File: config.mk
export PLATFORM = sky130hd
export DESIGN_NAME = alu_seq
export DESIGN_NICKNAME = d
export VERILOG_FILES = /design/src/rtl/alu_seq.sv
export SDC_FILE = /design/constraint.sdc
export NUM_CORES = 1
export LEC_CHECK = 0
export BUFFER_PORTS_ARGS = -buffer_cell sky130_fd_sc_hd__buf_2
export CAP_MARGIN = 10
export CORE_MARGIN = 2
export CORE_UTILIZATION = 53
export DETAILED_ROUTE_END_ITERATION = 8
export PLACE_DENSITY = 0.8
export SYNTH_ARGS = -nofsm -noshare
export SYNTH_HDL_FRONTEND = slang
export SYNTH_SLANG_ARGS = --single-unit
File: constraint.sdc
create_clock -name clk -period 3.83 [get_ports clk]
set_input_delay 0.1915 -clock clk [delete_from_list [all_inputs] [get_ports clk]]
set_output_delay 0.1915 -clock clk [all_outputs]
set_load 0.01 [all_outputs]
File: src/rtl/alu_seq.sv
// Byte-serial 8/16/24/32-bit ADD/AND/OR/XOR sequencer driving an external
// registered 8-bit ALU; results are captured one cycle behind each issue.
module alu_seq (
  input  logic        clk,
  input  logic        rst_n,
  input  logic        start,
  input  logic [1:0]  op,
  input  logic [1:0]  nbytes,
  input  logic [31:0] a,
  input  logic [31:0] b,
  output logic [31:0] result,
  output logic        carry_out,
  output logic        zero,
  output logic        busy,
  output logic        done,
  output logic [2:0]  alu_opcode,
  output logic [7:0]  alu_a,
  output logic [7:0]  alu_b,
  output logic        alu_enable,
  input  logic [7:0]  alu_out,
  input  logic        alu_carry
);

  typedef enum logic [1:0] {IDLE = 2'd0, ISSUE = 2'd1, CAPTURE = 2'd2} state_t;

  localparam logic [1:0] OP_ADD  = 2'b00;
  localparam logic [1:0] OP_AND  = 2'b01;
  localparam logic [1:0] OP_OR   = 2'b10;
  localparam logic [2:0] ALU_ADD = 3'b000;
  localparam logic [2:0] ALU_AND = 3'b100;
  localparam logic [2:0] ALU_OR  = 3'b101;
  localparam logic [2:0] ALU_XOR = 3'b110;
  localparam logic [2:0] ALU_ADC = 3'b111;

  state_t      state_reg, state_next;
  logic [1:0]  idx_reg, idx_next;
  logic [1:0]  op_reg, op_next;
  logic [1:0]  nbytes_reg, nbytes_next;
  logic [31:0] a_reg, a_next;
  logic [31:0] b_reg, b_next;
  logic [31:0] result_reg, result_next;
  logic        carry_reg, carry_next;
  logic        zero_reg, zero_next;
  logic        busy_reg, busy_next;
  logic        done_reg, done_next;

  logic [7:0]  a_byte [4];
  logic [7:0]  b_byte [4];
  logic [1:0]  cap_idx;
  logic [31:0] merged;
  logic [2:0]  opcode_sel;

  // The ALU output always belongs to the byte issued one cycle earlier.
  assign cap_idx = (state_reg == CAPTURE) ? nbytes_reg : idx_reg - 2'd1;

  genvar gi;
  generate
    for (gi = 0; gi < 4; gi++) begin : g_bytes
      localparam logic [1:0] K = gi;
      assign a_byte[gi]         = a_reg[8*gi +: 8];
      assign b_byte[gi]         = b_reg[8*gi +: 8];
      assign merged[8*gi +: 8]  = (cap_idx == K) ? alu_out : result_reg[8*gi +: 8];
    end
  endgenerate

  always_comb begin
    opcode_sel = ALU_XOR;
    case (op_reg)
      OP_ADD:  opcode_sel = (idx_reg == 2'd0) ? ALU_ADD : ALU_ADC;
      OP_AND:  opcode_sel = ALU_AND;
      OP_OR:   opcode_sel = ALU_OR;
      default: opcode_sel = ALU_XOR;
    endcase
  end

  always_comb begin
    state_next  = state_reg;
    idx_next    = idx_reg;
    op_next     = op_reg;
    nbytes_next = nbytes_reg;
    a_next      = a_reg;
    b_next      = b_reg;
    result_next = result_reg;
    carry_next  = carry_reg;
    zero_next   = zero_reg;
    busy_next   = busy_reg;
    done_next   = 1'b0;
    alu_enable  = 1'b0;
    alu_opcode  = 3'b000;
    alu_a       = 8'h00;
    alu_b       = 8'h00;
    case (state_reg)
      IDLE: begin
        if (start) begin
          op_next     = op;
          nbytes_next = nbytes;
          a_next      = a;
          b_next      = b;
          result_next = 32'h0;
          busy_next   = 1'b1;
          idx_next    = 2'd0;
          state_next  = ISSUE;
        end
      end
      ISSUE: begin
        alu_enable = 1'b1;
        alu_opcode = opcode_sel;
        alu_a      = a_byte[idx_reg];
        alu_b      = b_byte[idx_reg];
        if (idx_reg != 2'd0) result_next = merged;
        if (idx_reg == nbytes_reg) state_next = CAPTURE;
        else                       idx_next   = idx_reg + 2'd1;
      end
      CAPTURE: begin
        // idx_reg still points at the last byte, so the ALU inputs hold.
        alu_enable  = 1'b1;
        alu_opcode  = opcode_sel;
        alu_a       = a_byte[idx_reg];
        alu_b       = b_byte[idx_reg];
        result_next = merged;
        carry_next  = (op_reg == OP_ADD) ? alu_carry : 1'b0;
        zero_next   = (merged == 32'h0);
        busy_next   = 1'b0;
        done_next   = 1'b1;
        state_next  = IDLE;
      end
      default: state_next = IDLE;
    endcase
  end

  always_ff @(posedge clk or negedge rst_n) begin
    if (!rst_n) begin
      state_reg  <= IDLE;
      idx_reg    <= 2'd0;
      op_reg     <= 2'd0;
      nbytes_reg <= 2'd0;
      a_reg      <= 32'h0;
      b_reg      <= 32'h0;
      result_reg <= 32'h0;
      carry_reg  <= 1'b0;
      zero_reg   <= 1'b0;
      busy_reg   <= 1'b0;
      done_reg   <= 1'b0;
    end else begin
      state_reg  <= state_next;
      idx_reg    <= idx_next;
      op_reg     <= op_next;
      nbytes_reg <= nbytes_next;
      a_reg      <= a_next;
      b_reg      <= b_next;
      result_reg <= result_next;
      carry_reg  <= carry_next;
      zero_reg   <= zero_next;
      busy_reg   <= busy_next;
      done_reg   <= done_next;
    end
  end

  assign result    = result_reg;
  assign carry_out = carry_reg;
  assign zero      = zero_reg;
  assign busy      = busy_reg;
  assign done      = done_reg;

endmodule

==> Word-level counts from Yosys, hierarchy flattened <==
Cells that the tools add are included.
{ "op_classes": {"eq_ne": 12, "order_cmp": 1, "n_bitwise": 1, "muxes": 30, "addsub": 2, "reduce_logical": 15} }
{ "op_table": {"columns": ["operator", "count"], "rows": [
  ["$pmux W32 S3", 1],
  ["$mux W8", 10],
  ["$mux W32", 2],
  ["$bmux W8 S2", 2],
  ["$logic_not A32 Y1", 1],
  ["$mux W2", 5],
  ["$pmux W3 S3", 1],
  ["$eq A2 B2 Y1 const B", 4],
  ["$logic_not A2 Y1", 4],
  ["$ne A2 B2 Y1 const B", 4],
  ["$pmux W2 S2", 2],
  ["$eq A2 B1 Y1 const B", 3],
  ["$mux W3", 2],
  ["$reduce_and A2 Y1", 3],
  ["$reduce_and A3 Y1", 2],
  ["$reduce_bool A2 Y1", 3],
  ["$mux W1", 4],
  ["$ge A3 B3 Y1 const B", 1],
  ["$not A2 Y3", 1],
  ["$reduce_bool A3 Y1", 1],
  ["$add A2 B1 Y2 const B", 1],
  ["$eq A2 B2 Y1", 1],
  ["$pmux W1 S2", 1],
  ["$reduce_or A2 Y1", 1],
  ["$sub A2 B1 Y2 const B", 1]
]} }
{ "word_totals": {"register_bits": 108, "out_inout_bits": 56, "inputBits": 80} }

==> Longest topological paths before layout <==
{ "logic_depth": {"word_depth": 6, "depth_mapped": 10} }

==> Least setup slack after synthesis <==
No wires, ideal clock.
{ "synth_timing": {"kind": "register to register", "startpoint": "reg idx_reg[1]", "endpoint": "reg zero_reg, in the netlist zero", "setup_slack_ns": 1.017, "required_time_ns": 3.727, "synth_period_minus_slack_ns": 2.813, "stages_incl_launch_ff": 11, "path_buffers": 2, "arrival_ns": 2.710, "path_cell_list": "dfrtp_1 clkbuf_1 buf_1 inv_1 ha_1 nor2_2 o22ai_1 a2111oi_0 o21a_1 o221ai_1 o41ai_2"} }
{ "synth_via": {"elab_chain_cells": 5} }
{ "synth_rtl": {"columns": ["element", "line_no", "source"], "rows": [
  ["from (decl)", "36", "logic [1:0] idx_reg, idx_next;"],
  ["from (signal assigned)", "146", "idx_reg <= idx_next;"],
  ["$sub A2 B1 Y2 (*)", "54", "assign cap_idx = (state_reg == CAPTURE) ? nbytes_reg : idx_reg - 2'd1;"],
  ["$mux W2 (*)", "54", null],
  ["$eq A2 B1 Y1 (tied with other cells)", "62", "assign merged[8*gi +: 8] = (cap_idx == K) ? alu_out : result_reg[8*gi +: 8];"],
  ["$mux W8", "62", null],
  ["$logic_not A32 Y1 (*)", "122", "zero_next = (merged == 32'h0);"],
  ["to (signal assigned)", "153", "zero_reg <= zero_next;"],
  ["to (decl)", "43", "logic zero_reg, zero_next;"]
]} }
Every way passes the cells marked *; elsewhere a longest branch is shown, timed or not.
A chain may end at the register's enable or synchronous reset.

==> Final worst setup path <==
{ "layout_timing": {"startpoint": "reg state_reg[0]", "endpoint": "reg zero_reg, in the netlist zero"} }
{ "layout_via": {"elab_chain_cells": 5} }
{ "layout_rtl": {"columns": ["element", "line_no", "source"], "rows": [
  ["from (decl)", "35", "state_t state_reg, state_next;"],
  ["from (signal assigned)", "145", "state_reg <= state_next;"],
  ["$eq A2 B2 Y1 (*)", "54, 92", null],
  ["$mux W2", "54", null],
  ["$eq A2 B1 Y1 (tied with other cells)", "62", null],
  ["$mux W8", "62", null],
  ["$logic_not A32 Y1", "122", null]
]} }
Marks and branches as above.

==> flow_summary.json <==
{
  "status": "completed",
  "die-area_um2": 10500,
  "startpoint_type": "flop",
  "rsz0062_at_grt": "false",
  "maxSlewViolCount": 0,
  "worst_ep_arrival_time_ps": 2730,
  "netlist.area_leader.share_pct": 52.5,
  "cp-end-kind": "flop",
  "hold_class": "input port to flop",
  "tightest_slew_ps": 887,
  "coreArea_um2": 9330,
  "drive_above_1_share_pct": 48.4,
  "wl_per_cell_um": 18.7,
  "postCtsSetupBuffers": 0,
  "antenna_cells": 0,
  "fin_crit_sh_pct": 64.3,
  "first_global_vias": 3930,
  "max_slew_margin_pct": 40.8,
  "grt_pass1_wl_mm": 19.2,
  "final_cells": 648,
  "fin_tns_setup_ps": 0,
  "initial_utilization_pct": 55.2,
  "ys_types": 46,
  "viasPerCell": 5.71,
  "clock-sinks": 108,
  "clk_latency_ps": 360,
  "cts_root_buffer": "clkbuf_8",
  "worst_path_largest_cell_delay_ps": 410,
  "drt_first_pass_iters": 4,
  "ios": 136,
  "synthFlopType": "dfrtp_1",
  "drt-total-wl_mm": 12.1,
  "hold_viol_final": 0,
  "grt_start_max_net_pins": 71,
  "required_ps": 4100,
  "io_buffers": 135,
  "synth_area_leaders": "dfrtp_1 (52%), mux2_2 (15%), mux4_2 (7.0%)",
  "rows": 35,
  "cp_cell_sequence": "inv_1 > ha_1 > and2_1 > o22ai_1 > mux2i_1 > nand3_1 > a22o_1 > o41ai_2",
  "power_density_nw_per_um2": 884,
  "dr_total_vias": 3697,
  "syn-num-nets": 468,
  "antenna_found_initial": 0,
  "p_total_uw": 5460,
  "die_width_um": 103,
  "fmax_ghz": 0.406,
  "layout_common_cells": "buf_2 (134), dfrtp_1 (108), mux2_2 (68)",
  "mostFrequentLayoutCell": "buf_2",
  "p_leak_uw": 0.00292,
  "die_h_um": 103,
  "setup_viol": 0,
  "place.gp.congestion": 0.901,
  "yosysSeqAreaShare_pct": 52.5,
  "fin_crit_ps": 2460,
  "ir_drop_v": 0.000435,
  "post-dp-hpwl_mm": 8.75,
  "synth_cells": 380,
  "synth_edf_count": 0,
  "detail-route-antenna-nets": 0,
  "synth_area_per_cell_um2": 13.6,
  "cts_inserted_buffers": 9,
  "slowest_stage": "dfrtp_1",
  "grt_usage_pct": 24.0,
  "cp_top_family": "compound AO/OA/AOI/OAI gates",
  "finalNetCount": 602,
  "ys_ff_latch": 108,
  "crit_fanout": 5,
  "hold_ws_ps": 50.3,
  "tritoncts": "yes",
  "netlist_area_um2": 5150,
  "yosys.area.top_type": "dfrtp_1",
  "dpl.cell_count": 631,
  "max_cap_viol_count": 0,
  "syn2layout_area_growth_pct": 19.9,
  "route.detailed.drc": 0,
  "yosysWarnings": 0,
  "critPathKind": "flop to flop",
  "critPathBufInv": 1,
  "htree_levels": 3,
  "clkTransAtPathRegs_ps": 100,
  "drt-initial-drc-count": 161,
  "clockBufferDepth": 2,
  "postSynth.asyncResetShare_pct": 100,
  "fin_worst_skew_ps": 11.0,
  "grt-ovfl-total": 0
}
==> cells in the mapped netlist (6+ instances only) <==
| master | instances |
|---|---|
| mux2_2 | 68 |
| and2_1 | 18 |
| o21ai_0 | 6 |
| a22o_1 | 19 |
| ha_1 | 8 |
| mux4_2 | 16 |
| a32o_1 | 23 |
| buf_1 | 9 |
| nand2_1 | 7 |
| inv_1 | 9 |
| clkbuf_1 | 9 |
| dfrtp_1 | 108 |
| nor2_1 | 13 |
==> power by group <==
group	leakage, uW	internal [uW]	switching [uW]
logic	0.00149	1370	1440
registers	0.00134	1640	309
clock network	0.0000977	309	390
total	0.00292	3320	2140
==> area by class of cell <==
cell class              count  area (um^2)
fillers                   700         3150
flip-flops and latches    108         2700
multi-input cells         243         2340
repair buffers            143          741
well taps                 129          161
clock buffers              10          128
clock inverters             6         68.8
inverters                   9         33.8
==> timing repair <==
item	in CTS	in global routing
gates resized for setup	0	0
endpoints found under the hold margin	69	0
hold buffers	1	0
==> layer usage <==
metal	GRT usage [%]	up-vias	wire, um
met3	5.97	22	882
met5	0	-	0
met1	31.5	1817	5080
met2	39.1	146	5980
met4	8.62	0	201
li1	-	1712	-
==> worst paths after layout <==
kind / cells after the start / startpoint / end / slack [ps]
min in group asynchronous: 2 / rst_n / result[4] / 470
hold / removal: 2 / b[22] / b_reg[22] / 50
hold reg to reg: 2 / busy / busy / 510
setup reg to reg: 8 / state_reg[0] / zero / 1370
max in group asynchronous: 3 / rst_n / a_reg[13] / 2310
setup / recovery: 8 / state_reg[0] / zero / 1370
==> cells by family after synthesis <==
kind of cell	synth area share [%]
mux	22.4
fa+ha+maj	2.14
simple gates	8.55
compound gates	11.9
xor+xnor	0.340
flops	52.5
buf+inv	2.16
==> stage by stage <==
stage	util (%)	cell area (um^2)	setup slack, ps
after floorplan	-	5150	1020
after global placement	64.0	5970	1490
after detailed placement	64.0	5970	1410
after CTS	66.2	6180	1390
after global routing	66.2	6180	1170
final	66.2	6180	1370
(Power assumes the default switching activity.)
